## config.mk

```make
export PLATFORM = sky130hd
export DESIGN_NAME = beta_pipe_ctl_flat
export DESIGN_NICKNAME = d
export VERILOG_FILES = /design/src/rtl/beta_pipe_ctl_if.sv /design/src/rtl/beta_pipe_ctl.sv /design/src/flat_wrapper.sv
export SDC_FILE = /design/constraint.sdc
export NUM_CORES = 1
export LEC_CHECK = 0
export CAP_MARGIN = 10
export CORE_MARGIN = 5
export CORE_UTILIZATION = 50
export DETAILED_ROUTE_END_ITERATION = 10
export DONT_BUFFER_PORTS = 1
export PLACE_DENSITY_LB_ADDON = 0.25
export SYNTH_ARGS = -nofsm -noshare
export SYNTH_HDL_FRONTEND = slang
export SYNTH_SLANG_ARGS = --single-unit
```

## constraint.sdc

```tcl
create_clock -name clk -period 1.5 [get_ports clk]
set_clock_uncertainty 0.2 [all_clocks]
set_input_delay 0.15 -clock clk [delete_from_list [all_inputs] [get_ports clk]]
set_output_delay 0.15 -clock clk [all_outputs]
set_load 0.005 [all_outputs]
```

## src/rtl/beta_pipe_ctl_if.sv

```systemverilog
// ============================================================================
// beta_pipe_ctl_if : RF-stage event inputs and stage-control outputs of the
//                    Beta pipeline sequencing controller.
// Revision 1.0
// ============================================================================
`default_nettype none

interface beta_pipe_ctl_if;
   logic       stall_a;
   logic       stall_b;
   logic       mem_busy;
   logic       rf_valid;
   logic [4:0] rf_dest;
   logic [1:0] rf_rdy;
   logic       rf_branch_taken;
   logic       irq;

   logic       en_if;
   logic       en_rf;
   logic       en_alu;
   logic       en_mem;
   logic       en_wb;
   logic       squash_if;
   logic       bubble_alu;
   logic       irq_take;
   logic [6:0] aP0;
   logic [6:0] aP1;
   logic [6:0] aP2;

   // Master drives the pipeline events and observes the controls.
   modport master (
      output stall_a, stall_b, mem_busy, rf_valid, rf_dest, rf_rdy,
             rf_branch_taken, irq,
      input  en_if, en_rf, en_alu, en_mem, en_wb, squash_if, bubble_alu,
             irq_take, aP0, aP1, aP2
   );

   modport slave (
      input  stall_a, stall_b, mem_busy, rf_valid, rf_dest, rf_rdy,
             rf_branch_taken, irq,
      output en_if, en_rf, en_alu, en_mem, en_wb, squash_if, bubble_alu,
             irq_take, aP0, aP1, aP2
   );
endinterface

`default_nettype wire

```

## src/rtl/beta_pipe_ctl.sv

```systemverilog
// ============================================================================
// beta_pipe_ctl : stage enables, squash/bubble/trap control and the
//                 ALU/MEM/WB destination-readiness tag pipeline of the Beta.
// Revision 1.0
// ============================================================================
`default_nettype none

module beta_pipe_ctl #(
   parameter int XP_REG   = 30,
   parameter int NULL_REG = 31
) (
   input  logic           clk,
   input  logic           rst_n,
   beta_pipe_ctl_if.slave bus
);

   typedef enum logic [1:0] {
      ST_RUN   = 2'd0,
      ST_HAZ   = 2'd1,
      ST_MWAIT = 2'd2,
      ST_TRAP  = 2'd3
   } state_t;

   localparam logic [1:0] c_rdy_load   = 2'b00;
   localparam logic [1:0] c_rdy_alu    = 2'b01;
   localparam logic [1:0] c_rdy_early  = 2'b10;
   localparam logic [6:0] c_bubble_tag = {c_rdy_alu, 5'(NULL_REG)};
   localparam logic [6:0] c_xp_tag     = {c_rdy_early, 5'(XP_REG)};

   state_t     state_q, state_d;
   logic [6:0] ap0_q, ap1_q, ap2_q;
   logic [6:0] ap0_d, ap1_d, ap2_d;

   logic w_hz;
   logic w_take;
   logic w_adv_back;
   logic w_adv_front;
   logic w_bubble;
   logic w_squash;

   always_comb begin
      w_hz        = (bus.stall_a | bus.stall_b) & bus.rf_valid;
      w_adv_back  = rst_n & ~bus.mem_busy;
      w_adv_front = w_adv_back & ~w_hz;
      w_bubble    = w_adv_back & w_hz;
      // The trap cycle itself blocks re-acceptance of a still-high irq.
      w_take      = w_adv_front & bus.irq & (state_q != ST_TRAP);
      // A taken branch coinciding with the trap dies with its instruction,
      // but the fetched successor is squashed either way.
      w_squash    = w_adv_front & (w_take | bus.rf_branch_taken);
   end

   always_comb begin
      state_d = ST_RUN;
      if (bus.mem_busy) begin
         state_d = ST_MWAIT;
      end else if (w_hz) begin
         state_d = ST_HAZ;
      end else if (w_take) begin
         state_d = ST_TRAP;
      end
   end

   always_comb begin
      ap0_d = {bus.rf_rdy, bus.rf_dest};
      if (w_take) begin
         ap0_d = c_xp_tag;
      end else if (w_bubble || !bus.rf_valid) begin
         ap0_d = c_bubble_tag;
      end
      ap1_d = ap0_q;
      // Load data is only forwarded from WB, where it counts as ready.
      ap2_d = {(ap1_q[6:5] == c_rdy_load) ? c_rdy_alu : ap1_q[6:5], ap1_q[4:0]};
   end

   always_ff @(posedge clk) begin
      if (!rst_n) begin
         state_q <= ST_RUN;
         ap0_q   <= c_bubble_tag;
         ap1_q   <= c_bubble_tag;
         ap2_q   <= c_bubble_tag;
      end else begin
         state_q <= state_d;
         if (w_adv_back) begin
            ap0_q <= ap0_d;
            ap1_q <= ap1_d;
            ap2_q <= ap2_d;
         end
      end
   end

   assign bus.en_if      = w_adv_front;
   assign bus.en_rf      = w_adv_front;
   assign bus.en_alu     = w_adv_back;
   assign bus.en_mem     = w_adv_back;
   assign bus.en_wb      = w_adv_back;
   assign bus.squash_if  = w_squash;
   assign bus.bubble_alu = w_bubble;
   assign bus.irq_take   = w_take;
   assign bus.aP0        = ap0_q;
   assign bus.aP1        = ap1_q;
   assign bus.aP2        = ap2_q;

   a_bubble_vs_trap : assert property (@(posedge clk) !(w_bubble && w_take));
   a_front_enables  : assert property (@(posedge clk) bus.en_if == bus.en_rf);
   a_busy_freezes   : assert property (@(posedge clk)
      bus.mem_busy |-> !(bus.en_if | bus.en_rf | bus.en_alu | bus.en_mem | bus.en_wb));

endmodule

`default_nettype wire

```

## src/flat_wrapper.sv

```systemverilog
// flat-port wrapper written by rule: the top's interface ports become plain ports
module beta_pipe_ctl_flat 
#(
   parameter int XP_REG   = 30,
   parameter int NULL_REG = 31
)
  (clk, rst_n, bus_stall_a, bus_stall_b, bus_mem_busy, bus_rf_valid, bus_rf_dest, bus_rf_rdy, bus_rf_branch_taken, bus_irq, bus_en_if, bus_en_rf, bus_en_alu, bus_en_mem, bus_en_wb, bus_squash_if, bus_bubble_alu, bus_irq_take, bus_aP0, bus_aP1, bus_aP2);
  beta_pipe_ctl_if bus_i ();
  input  logic clk;
  input  logic rst_n;
  input wire logic [$bits(bus_i.stall_a)-1:0] bus_stall_a;
  input wire logic [$bits(bus_i.stall_b)-1:0] bus_stall_b;
  input wire logic [$bits(bus_i.mem_busy)-1:0] bus_mem_busy;
  input wire logic [$bits(bus_i.rf_valid)-1:0] bus_rf_valid;
  input wire logic [$bits(bus_i.rf_dest)-1:0] bus_rf_dest;
  input wire logic [$bits(bus_i.rf_rdy)-1:0] bus_rf_rdy;
  input wire logic [$bits(bus_i.rf_branch_taken)-1:0] bus_rf_branch_taken;
  input wire logic [$bits(bus_i.irq)-1:0] bus_irq;
  output wire logic [$bits(bus_i.en_if)-1:0] bus_en_if;
  output wire logic [$bits(bus_i.en_rf)-1:0] bus_en_rf;
  output wire logic [$bits(bus_i.en_alu)-1:0] bus_en_alu;
  output wire logic [$bits(bus_i.en_mem)-1:0] bus_en_mem;
  output wire logic [$bits(bus_i.en_wb)-1:0] bus_en_wb;
  output wire logic [$bits(bus_i.squash_if)-1:0] bus_squash_if;
  output wire logic [$bits(bus_i.bubble_alu)-1:0] bus_bubble_alu;
  output wire logic [$bits(bus_i.irq_take)-1:0] bus_irq_take;
  output wire logic [$bits(bus_i.aP0)-1:0] bus_aP0;
  output wire logic [$bits(bus_i.aP1)-1:0] bus_aP1;
  output wire logic [$bits(bus_i.aP2)-1:0] bus_aP2;
  assign bus_i.stall_a = bus_stall_a;
  assign bus_i.stall_b = bus_stall_b;
  assign bus_i.mem_busy = bus_mem_busy;
  assign bus_i.rf_valid = bus_rf_valid;
  assign bus_i.rf_dest = bus_rf_dest;
  assign bus_i.rf_rdy = bus_rf_rdy;
  assign bus_i.rf_branch_taken = bus_rf_branch_taken;
  assign bus_i.irq = bus_irq;
  assign bus_en_if = bus_i.en_if;
  assign bus_en_rf = bus_i.en_rf;
  assign bus_en_alu = bus_i.en_alu;
  assign bus_en_mem = bus_i.en_mem;
  assign bus_en_wb = bus_i.en_wb;
  assign bus_squash_if = bus_i.squash_if;
  assign bus_bubble_alu = bus_i.bubble_alu;
  assign bus_irq_take = bus_i.irq_take;
  assign bus_aP0 = bus_i.aP0;
  assign bus_aP1 = bus_i.aP1;
  assign bus_aP2 = bus_i.aP2;
  beta_pipe_ctl #(.XP_REG(XP_REG), .NULL_REG(NULL_REG)) u_core (.clk(clk), .rst_n(rst_n), .bus(bus_i));
endmodule
```

### Yosys cells after proc, flatten, opt, wreduce, memory -nomap -nowiden

Cells that the tools add are included.

* output and inout port bits: 29
* flip-flop bits (word level): 23
* logic and storage cells: 28

* multiplexer cells: 6
* bitwise gates (word level): 12
* reduce and logical (&&, ||, !) cells: 4
* equal/unequal tests: 1

Operators by type and width (count)
* two-way mux 7 bit: 2
* two-way mux 2 bit: 4
* bitwise AND 1 bit: 7
* NOT 1 bit: 3
* logical NOT 2 bit: 1
* inequality test 2 bit (second input constant): 1
* OR 1 bit: 2
* OR reduction 2 bit: 1
* logical NOT 1 bit: 1
* logical OR 1 bit: 1

### Depth between registers and ports, before layout

Gate-level depths: netlist of the first run.

* depth in word-level cells: 9
* depth in mapped cells: 5

### Least setup slack after synthesis of the first run

Ideal clock, no wire load.

* path kind: register -> register
* from: register u_core.state_q[1]
* to: register u_core.ap0_q[0], in the netlist u_core.bus.aP0[0]
* cell stages (with the launch flop): 4
* library setup time: 139 ps
* arrival: 798 ps
* required time: 1161 ps
* path slack: 363 ps
* buffers on the path: 0
* path through: dfxtp_1 > a21boi_4 > a21o_1 > o211ai_1

* cells in the longest elaborated chain, start to end: 3

Ends and longest elaborated chain
* start, declared: line beta_pipe_ctl.sv:30 `state_t state_q, state_d;`
* start signal, assigned: line beta_pipe_ctl.sv:83 `state_q <= state_d;`
* inequality test 2 bit: line beta_pipe_ctl.sv:47 `w_take = w_adv_front & bus.irq & (state_q != ST_TRAP);`
* bitwise AND 1 bit: line beta_pipe_ctl.sv:47
* two-way mux 7 bit: line beta_pipe_ctl.sv:66 `if (w_take) begin`
* end signal, assigned: line beta_pipe_ctl.sv:79 `ap0_q <= c_bubble_tag;`
* end signal, assigned: line beta_pipe_ctl.sv:85 `ap0_q <= ap0_d;`
* end, declared: line beta_pipe_ctl.sv:31 `logic [6:0] ap0_q, ap1_q, ap2_q;`

No other way between the ends.
A chain may end at the register's enable or synchronous reset.

==> impl_summary.txt, run 1 <==
----------------------------------------------------
[Status]
  Status ... complete, no violations

[Clock tree]
  Clock Tree Root ... sky130_fd_sc_hd__clkbuf_4
  Clock transition time at the flip-flop clock pins of the worst setup and hold paths ... 130 ps
  Num CTS Buffers ... 3
  Insertion delay of the later-clocked pin in the worst-skew pair ... 310 ps
  Sinks on Clock Net ... 23
  Number of H-tree levels ... 1
  TritonCTS clock tree ... done
  Number of buffers on the longest clock path ... 2

[Global route]
  Number of antenna violations at the first check in global routing ... 0
  Wire length of the first global-routing pass ... 3770 µm
  Largest net degree at the start of global routing ... 18
  Overflow left after global routing ... 0
  GRT Total Usage ... 0.152
  Via count of the first global-routing pass ... 819

[Timing]
  Tcrit/Tclk final ... 0.985
  Max-slew violation count ... 0
  Final worst path period need ... 1480 ps
  Setup repair after global routing missed its margin ... yes
  Slew at the pin closest to its max-slew limit ... 506 ps
  Max-Slew Margin vs Limit ... 0.662
  Post-layout worst setup margin ... 22.1 ps
  Setup total negative slack ... 0 ps
  Endpoints failing setup ... 0
  Fin. Hold Viols ... 0
  Achievable clock frequency ... 677 MHz

[Floorplanning]
  Standard cell core area ... 1980 µm²
  Number of top-level design ports ... 44
  Initial core utilization ... 0.525
  Die extent in y ... 55.6 µm
  Placement Rows ... 16
  DIE AREA ... 3090 µm²
  Horizontal extent of the die ... 55.6 µm

[Min path]
  Hold path start ... bus_stall_a
  Cell depth of the worst min-delay path ... 3
  Hold WC Path Type ... in -> reg
  Endpoint with the worst hold slack ... u_core.bus.aP0[0]

[Logic synthesis]
  Syn Inst Count ... 106
  Yosys warnings ... 0
  Unique masters post-synth ... 23
  Fraction of registers with async set/reset ... 0
  Fraction of synthesized cell area taken by the top area cell type ... 0.442
  Library cell with the largest summed area after synthesis ... sky130_fd_sc_hd__dfxtp_1
  Flops & latches, synth ... 23
  Top_reg_cell synth ... sky130_fd_sc_hd__dfxtp_1
  Proportion of synthesized chip area in sequential cells ... 0.442
  Largest cells by area after synthesis ... sky130_fd_sc_hd__dfxtp_1 44%, sky130_fd_sc_hd__mux2i_1 13%, sky130_fd_sc_hd__buf_4 6.5%
  Cell area after synthesis ... 1040 µm²
  Synth Area per Inst ... 9.82 µm²
  Number of nets produced by synthesis ... 121
  Number of flops mapped to enable cells by yosys ... 0

[Routing]
  Via Count ... 807
  DRT iter0 DRCs ... 12
  Routed Wire Length ... 2320 µm
  Avg WL per Cell ... 15.3 µm
  Post-detailed-route DRC marker count ... 0
  Detailed Routing Iterations Pass 1 ... 4
  Vias per inst ... 5.31
  Antenna violation net count after detailed routing ... 0

[Placement]
  Number of I/O port buffers ... 0
  Post-placement cell area ... 977 µm²
  Weighted congestion reported at the end of routability-driven placement ... 0.687
  Worst setup slack after placement ... 314 ps
  Estimated wirelength of the detail-placed design ... 1330 µm

[Power]
  Peak supply drop ... 571 µV
  Net switching power ... 254 µW
  Net switching fraction of the power ... 0.243
  Sequential share of power ... 0.613
  Final total power ... 1.05 mW
  Leakage Power ... 0.477 nW
  Power density normalized to cell area ... 814 nW/µm²
  Relative contribution of combinational cells to total power ... 0.108
  Clock network fraction of design power ... 0.279
  Internal power ... 794 µW

[Worst setup path]
  Worst setup SP type ... flip-flop
  Depth of the worst register-to-register path ... 4
  Start-to-end type of the worst setup path ... reg -> reg
  Required @ worst endpoint ... 1510 ps
  Reg2reg start ... u_core.bus.aP0[6]
  Kind of capture point of the worst setup path ... flip-flop
  Worst-path fanout max ... 3
  Reg-to-reg endpoint ... u_core.bus.aP0[6]
  Arrival time at the worst endpoint ... 1490 ps
  Reg2Reg Setup Slack ... 20 ps

[Cells and area]
  Number of antenna cells inserted ... 0
  Final Instance Area ... 1290 µm²
  Most frequent cells in the layout ... 27 x sky130_fd_sc_hd__dlygate4sd3_1, 19 x sky130_fd_sc_hd__dfxtp_1, 18 x sky130_fd_sc_hd__nand2_1, 13 x sky130_fd_sc_hd__mux2i_1, 7 x sky130_fd_sc_hd__nor2b_1
  Most common library cell in the layout ignoring fill and taps ... sky130_fd_sc_hd__dlygate4sd3_1
  Share of cells above drive strength 1 ... 0.136
  Layout Area Growth over Synthesis ... 23.7%
  Final #Nets ... 141

[Flow run]
  Maximum capacitance violations ... 0

----------------------------------------------------
## synthesized netlist by cell type, types with 2 or more instances
cell type	count
sky130_fd_sc_hd__a21oi_1	3
sky130_fd_sc_hd__buf_4	9
sky130_fd_sc_hd__buf_6	2
sky130_fd_sc_hd__clkbuf_1	2
sky130_fd_sc_hd__dfxtp_1	23
sky130_fd_sc_hd__mux2i_1	13
sky130_fd_sc_hd__nand2_1	18
sky130_fd_sc_hd__nand2b_1	3
sky130_fd_sc_hd__nor2_1	4
sky130_fd_sc_hd__nor2b_1	7
sky130_fd_sc_hd__nor4b_2	4
sky130_fd_sc_hd__o211ai_1	2
sky130_fd_sc_hd__o21ai_1	6
## critical path, stage by stage, from the launching register on
cell and delay, ps:
sky130_fd_sc_hd__dfxtp_2 370, sky130_fd_sc_hd__nand2_1 70, sky130_fd_sc_hd__o31ai_2 60, sky130_fd_sc_hd__o2bb2ai_1 120, sky130_fd_sc_hd__dlygate4sd3_1 560
## kinds of logic after synthesis
group,after synthesis,synth area share
and+or+nand+nor,40,0.228
DFF,23,0.442
AOI/OAI and AO/OA,15,0.103
buffers and inverters,15,0.101
muxes,13,0.125
## how the worst max path moves through the flow
stage	from	end	slack (ps)	cells after the start
floorplan	u_core.state_q[1]	u_core.bus.aP0[0]	360	3
global placement	u_core.state_q[1]	u_core.bus.aP0[0]	340	3
detailed placement	u_core.state_q[1]	u_core.bus.aP0[0]	310	3
CTS	u_core.state_q[1]	bus_squash_if	20	3
global route	u_core.bus.aP0[6]	u_core.bus.aP0[6]	-50	4
finish	u_core.bus.aP0[6]	u_core.bus.aP0[6]	20	4
## area by class of cell
type,instances,area (µm²)
Inverter,2,7.51
Clock inverter,1,5.00
Sequential cell,23,465
Multi-Input combinational cell,68,475
Timing Repair Buffer,28,278
Fill cell,156,694
Clock buffer,3,22.5
Tap cell,27,33.8
## metrics by stage
step                      instances  utilization  hold slack [ps]
after global routing            152        0.650             51.7
after CTS                       151        0.643             13.0
final                           152        0.650             32.5
after detailed placement        120        0.493             17.3
after floorplan                 106            -             78.2
after global placement          120        0.493             14.2
## power groups by stage
stage / Combinational (mW) / Sequential [mW] / Clock [mW]
global placement: 0.0618 / 0.655 / 0
floorplan: 0.0889 / 0.651 / 0
detailed placement: 0.0630 / 0.656 / 0
CTS: 0.109 / 0.642 / 0.296
finish: 0.113 / 0.643 / 0.293
global route: 0.123 / 0.646 / 0.330
## timing repair
| action | CTS | global route |
|---|---|---|
| resized for setup | 0 | 4 |
| setup endpoints to repair | 0 | 4 |
| buffers inserted | 0 | 1 |
| endpoints found under the hold margin | 23 | 0 |
| hold buffers | 27 | 0 |
## metal layers
metal	up-vias	part of all wire	GRT usage	wire length [µm]
met2	41	0.51	0.265	1180
met4	0	0.022	0.0833	51
met1	371	0.38	0.162	891
li1	387	-	-	-
met5	-	0	0	0
met3	8	0.084	0.0464	195
## flip-flops by register name, summed over array words and instances, names as in the netlist
signal,cells
u_core.bus.aP2,7
u_core.state_q,2
u_core.bus.aP0,7
u_core.bus.aP1,7
Note: power is estimated with default switching activity, not from simulation.
==> inputs of run 2 (changes only) <==
- ABC_AREA: not set -> 1
==> impl_summary.txt, run 2 <==
----------------------------------------------------
[Status]
  Status ... complete, but fails checks
  Failing checks ... hold timing

[Cells and area]
  Final #Nets ... 177
  Most common library cell in the layout ignoring fill and taps ... sky130_fd_sc_hd__nand2_1
  Share of cells above drive strength 1 ... 0.0683
  Most frequent cells in the layout ... 45 x sky130_fd_sc_hd__nand2_1, 37 x sky130_fd_sc_hd__dlygate4sd3_1, 23 x sky130_fd_sc_hd__dfxtp_1, 18 x sky130_fd_sc_hd__nand3_1, 13 x sky130_fd_sc_hd__inv_1
  Layout Area Growth over Synthesis ... 36.3%
  Number of antenna cells inserted ... 0
  Number of fillers in the final layout ... 169

[Global route]
  Wire length of the first global-routing pass ... 3840 µm
  Overflow left after global routing ... 0
  Via count of the first global-routing pass ... 936
  GRT Total Usage ... 0.179
  Number of antenna violations at the first check in global routing ... 0
  Largest net degree at the start of global routing ... 23

[Routing]
  DRT iter0 DRCs ... 13
  Detailed Routing Iterations Pass 1 ... 5
  Avg WL per Cell ... 13.0 µm
  Vias per inst ... 4.85
  Post-detailed-route DRC marker count ... 0
  Via Count ... 911
  Antenna violation net count after detailed routing ... 0
  Routed Wire Length ... 2450 µm

[Clock tree]
  Num CTS Buffers ... 3
  Number of buffers on the longest clock path ... 2
  Post-CTS Setup Repair Bufs ... 0
  Sinks on Clock Net ... 23
  Clock transition time at the flip-flop clock pins of the worst setup and hold paths ... 120 ps
  Insertion delay of the later-clocked pin in the worst-skew pair ... 300 ps
  Clock Tree Root ... sky130_fd_sc_hd__clkbuf_4
  Number of H-tree levels ... 1
  TritonCTS clock tree ... done

[Worst setup path]
  Reg2reg start ... u_core.bus.aP0[0]
  Arrival time at the worst endpoint ... 1450 ps
  Required @ worst endpoint ... 1510 ps
  Worst setup path startpoint ... rst_n
  Reg-to-reg endpoint ... u_core.bus.aP0[0]
  Reg2Reg Setup Slack ... 70 ps
  Worst-path fanout max ... 14
  Start-to-end type of the worst setup path ... in -> reg
  Depth of the worst register-to-register path ... 3
  Worst setup SP type ... input port
  Kind of capture point of the worst setup path ... flip-flop
  CP endpoint ... u_core.bus.aP0[6]

[Timing]
  Hold slack final ... -72.5 ps
  Achievable clock frequency ... 693 MHz
  Post-layout worst setup margin ... 57.6 ps
  Setup repair after global routing missed its margin ... no
  Endpoints failing setup ... 0
  Max-Slew Margin vs Limit ... 0.839
  Tcrit/Tclk final ... 0.962
  Final worst path period need ... 1440 ps
  Setup total negative slack ... 0 ps
  Max-slew violation count ... 0
  Fin. Hold Viols ... 2
  Slew at the pin closest to its max-slew limit ... 241 ps

[Floorplanning]
  Standard cell core area ... 1920 µm²
  Placement Rows ... 16
  Initial core utilization ... 0.512
  DIE AREA ... 2950 µm²
  Die extent in y ... 54.4 µm
  Number of top-level design ports ... 44
  Horizontal extent of the die ... 54.4 µm

[Logic synthesis]
  Unique masters post-synth ... 15
  Most frequent cell after synthesis ... sky130_fd_sc_hd__nand2_1
  Fraction of synthesized cell area taken by the top area cell type ... 0.468
  Number of flops mapped to enable cells by yosys ... 0
  Synth Area per Inst ... 7.45 µm²
  Flops & latches, synth ... 23
  Proportion of synthesized chip area in sequential cells ... 0.468
  Yosys warnings ... 0
  Commonest cells post-synth ... 45 x sky130_fd_sc_hd__nand2_1, 23 x sky130_fd_sc_hd__dfxtp_1, 18 x sky130_fd_sc_hd__nand3_1, 13 x sky130_fd_sc_hd__inv_1
  Cell area after synthesis ... 983 µm²
  Fraction of registers with async set/reset ... 0
  Library cell with the largest summed area after synthesis ... sky130_fd_sc_hd__dfxtp_1
  Syn Inst Count ... 132
  Top_reg_cell synth ... sky130_fd_sc_hd__dfxtp_1
  Number of nets produced by synthesis ... 147
  Largest cells by area after synthesis ... sky130_fd_sc_hd__dfxtp_1 47%, sky130_fd_sc_hd__nand2_1 17%, sky130_fd_sc_hd__nand3_1 9.2%

[Power]
  Net switching fraction of the power ... 0.257
  Leakage Power ... 0.623 nW
  Relative contribution of combinational cells to total power ... 0.168
  Peak supply drop ... 501 µV
  Internal power ... 858 µW
  Net switching power ... 296 µW
  Sequential share of power ... 0.591
  Clock network fraction of design power ... 0.241
  Power density normalized to cell area ... 861 nW/µm²

[Placement]
  Estimated wirelength of the detail-placed design ... 1350 µm
  Weighted congestion reported at the end of routability-driven placement ... 0.721
  Worst setup slack after placement ... 276 ps
  Number of I/O port buffers ... 0

[Flow run]
  Maximum capacitance violations ... 0

[Min path]
  Hold WC Path Type ... in -> reg

----------------------------------------------------
-- run 2: cell types whose count changed after synthesis, moves of 3 or more --
cell                       delta
sky130_fd_sc_hd__nand2_1     +27
sky130_fd_sc_hd__nand3_1     +18
sky130_fd_sc_hd__mux2i_1     -13
sky130_fd_sc_hd__inv_1       +12
sky130_fd_sc_hd__nor2b_1      -7
sky130_fd_sc_hd__o21ai_1      -6
sky130_fd_sc_hd__a21oi_1      +5
sky130_fd_sc_hd__nor4b_2      -4
sky130_fd_sc_hd__buf_2        +3
sky130_fd_sc_hd__nand2b_1     -3
-- run 2: layout make-up --
cell class / instances / area (µm²) / share of cell area
clock inverter: 1 / 5.00 / 0.00373
multi-input combinational: 81 / 388 / 0.289
tap: 27 / 33.8 / 0.0252
sequential: 23 / 460 / 0.344
timing repair buffer: 37 / 370 / 0.276
clock buffer: 3 / 22.5 / 0.0168
inverter: 16 / 60.1 / 0.0448
-- run 2: critical path: stages --
cell and delay, ps:
sky130_fd_sc_hd__dlygate4sd3_1 580, sky130_fd_sc_hd__nand3_1 100, sky130_fd_sc_hd__dlygate4sd3_1 560, sky130_fd_sc_hd__nand3_1 70
-- run 2: per-stage QoR --
step	cells	util	power, mW	area [µm²]	hold slack, ps
final	188	0.697	1.15	1340	-72.5
after global routing	188	0.697	1.21	1340	-75.6
after CTS	187	0.690	1.15	1330	-83.4
after detailed placement	147	0.488	0.801	938	28.7
after global placement	147	0.488	0.798	938	20.7
after floorplan	132	-	0.805	983	34.1
-- run 2: worst min-delay path by stage --
stage	start	endpoint	slack, ps	cells after the start
detailed placement	rst_n	u_core.bus.aP2[5]	30	1
global route	bus_mem_busy	u_core.bus.aP0[6]	-80	3
finish	bus_mem_busy	u_core.bus.aP0[6]	-70	3
floorplan	rst_n	u_core.bus.aP1[0]	30	1
CTS	bus_mem_busy	u_core.bus.aP0[6]	-80	3
global placement	rst_n	u_core.bus.aP2[5]	20	1
-- run 2: power groups by stage --
stage | registers [mW] | clock network [mW] | logic [mW]
after global placement | 0.695 | 0 | 0.102
final | 0.683 | 0.278 | 0.194
after floorplan | 0.686 | 0 | 0.119
after global routing | 0.688 | 0.303 | 0.217
after CTS | 0.683 | 0.287 | 0.184
after detailed placement | 0.697 | 0 | 0.105
-- run 2: cells by family after synthesis --
group | count (synthesis) | synth area share
DFF | 23 | 0.468
and+or+nand+nor | 69 | 0.317
AOI/OAI and AO/OA | 12 | 0.0738
buffers and inverters | 28 | 0.141
-- run 2: what timing repair did --
item / 4_1_cts / 5_1_grt
resized for setup: 0 / 2
setup endpoints to repair: 0 / 4
hold buffers: 36 / 2
endpoints found under the hold margin: 23 / 3
-- run 2: metal layers --
| layer | routed length [µm] | track usage | share of wire | vias up |
|---|---|---|---|---|
| met1 | 978 | 0.187 | 0.40 | 413 |
| met5 | 0 | 0 | 0 | - |
| met4 | 11 | 0.0498 | 0.0045 | 0 |
| li1 | - | - | - | 463 |
| met3 | 153 | 0.0381 | 0.062 | 2 |
| met2 | 1310 | 0.353 | 0.53 | 33 |
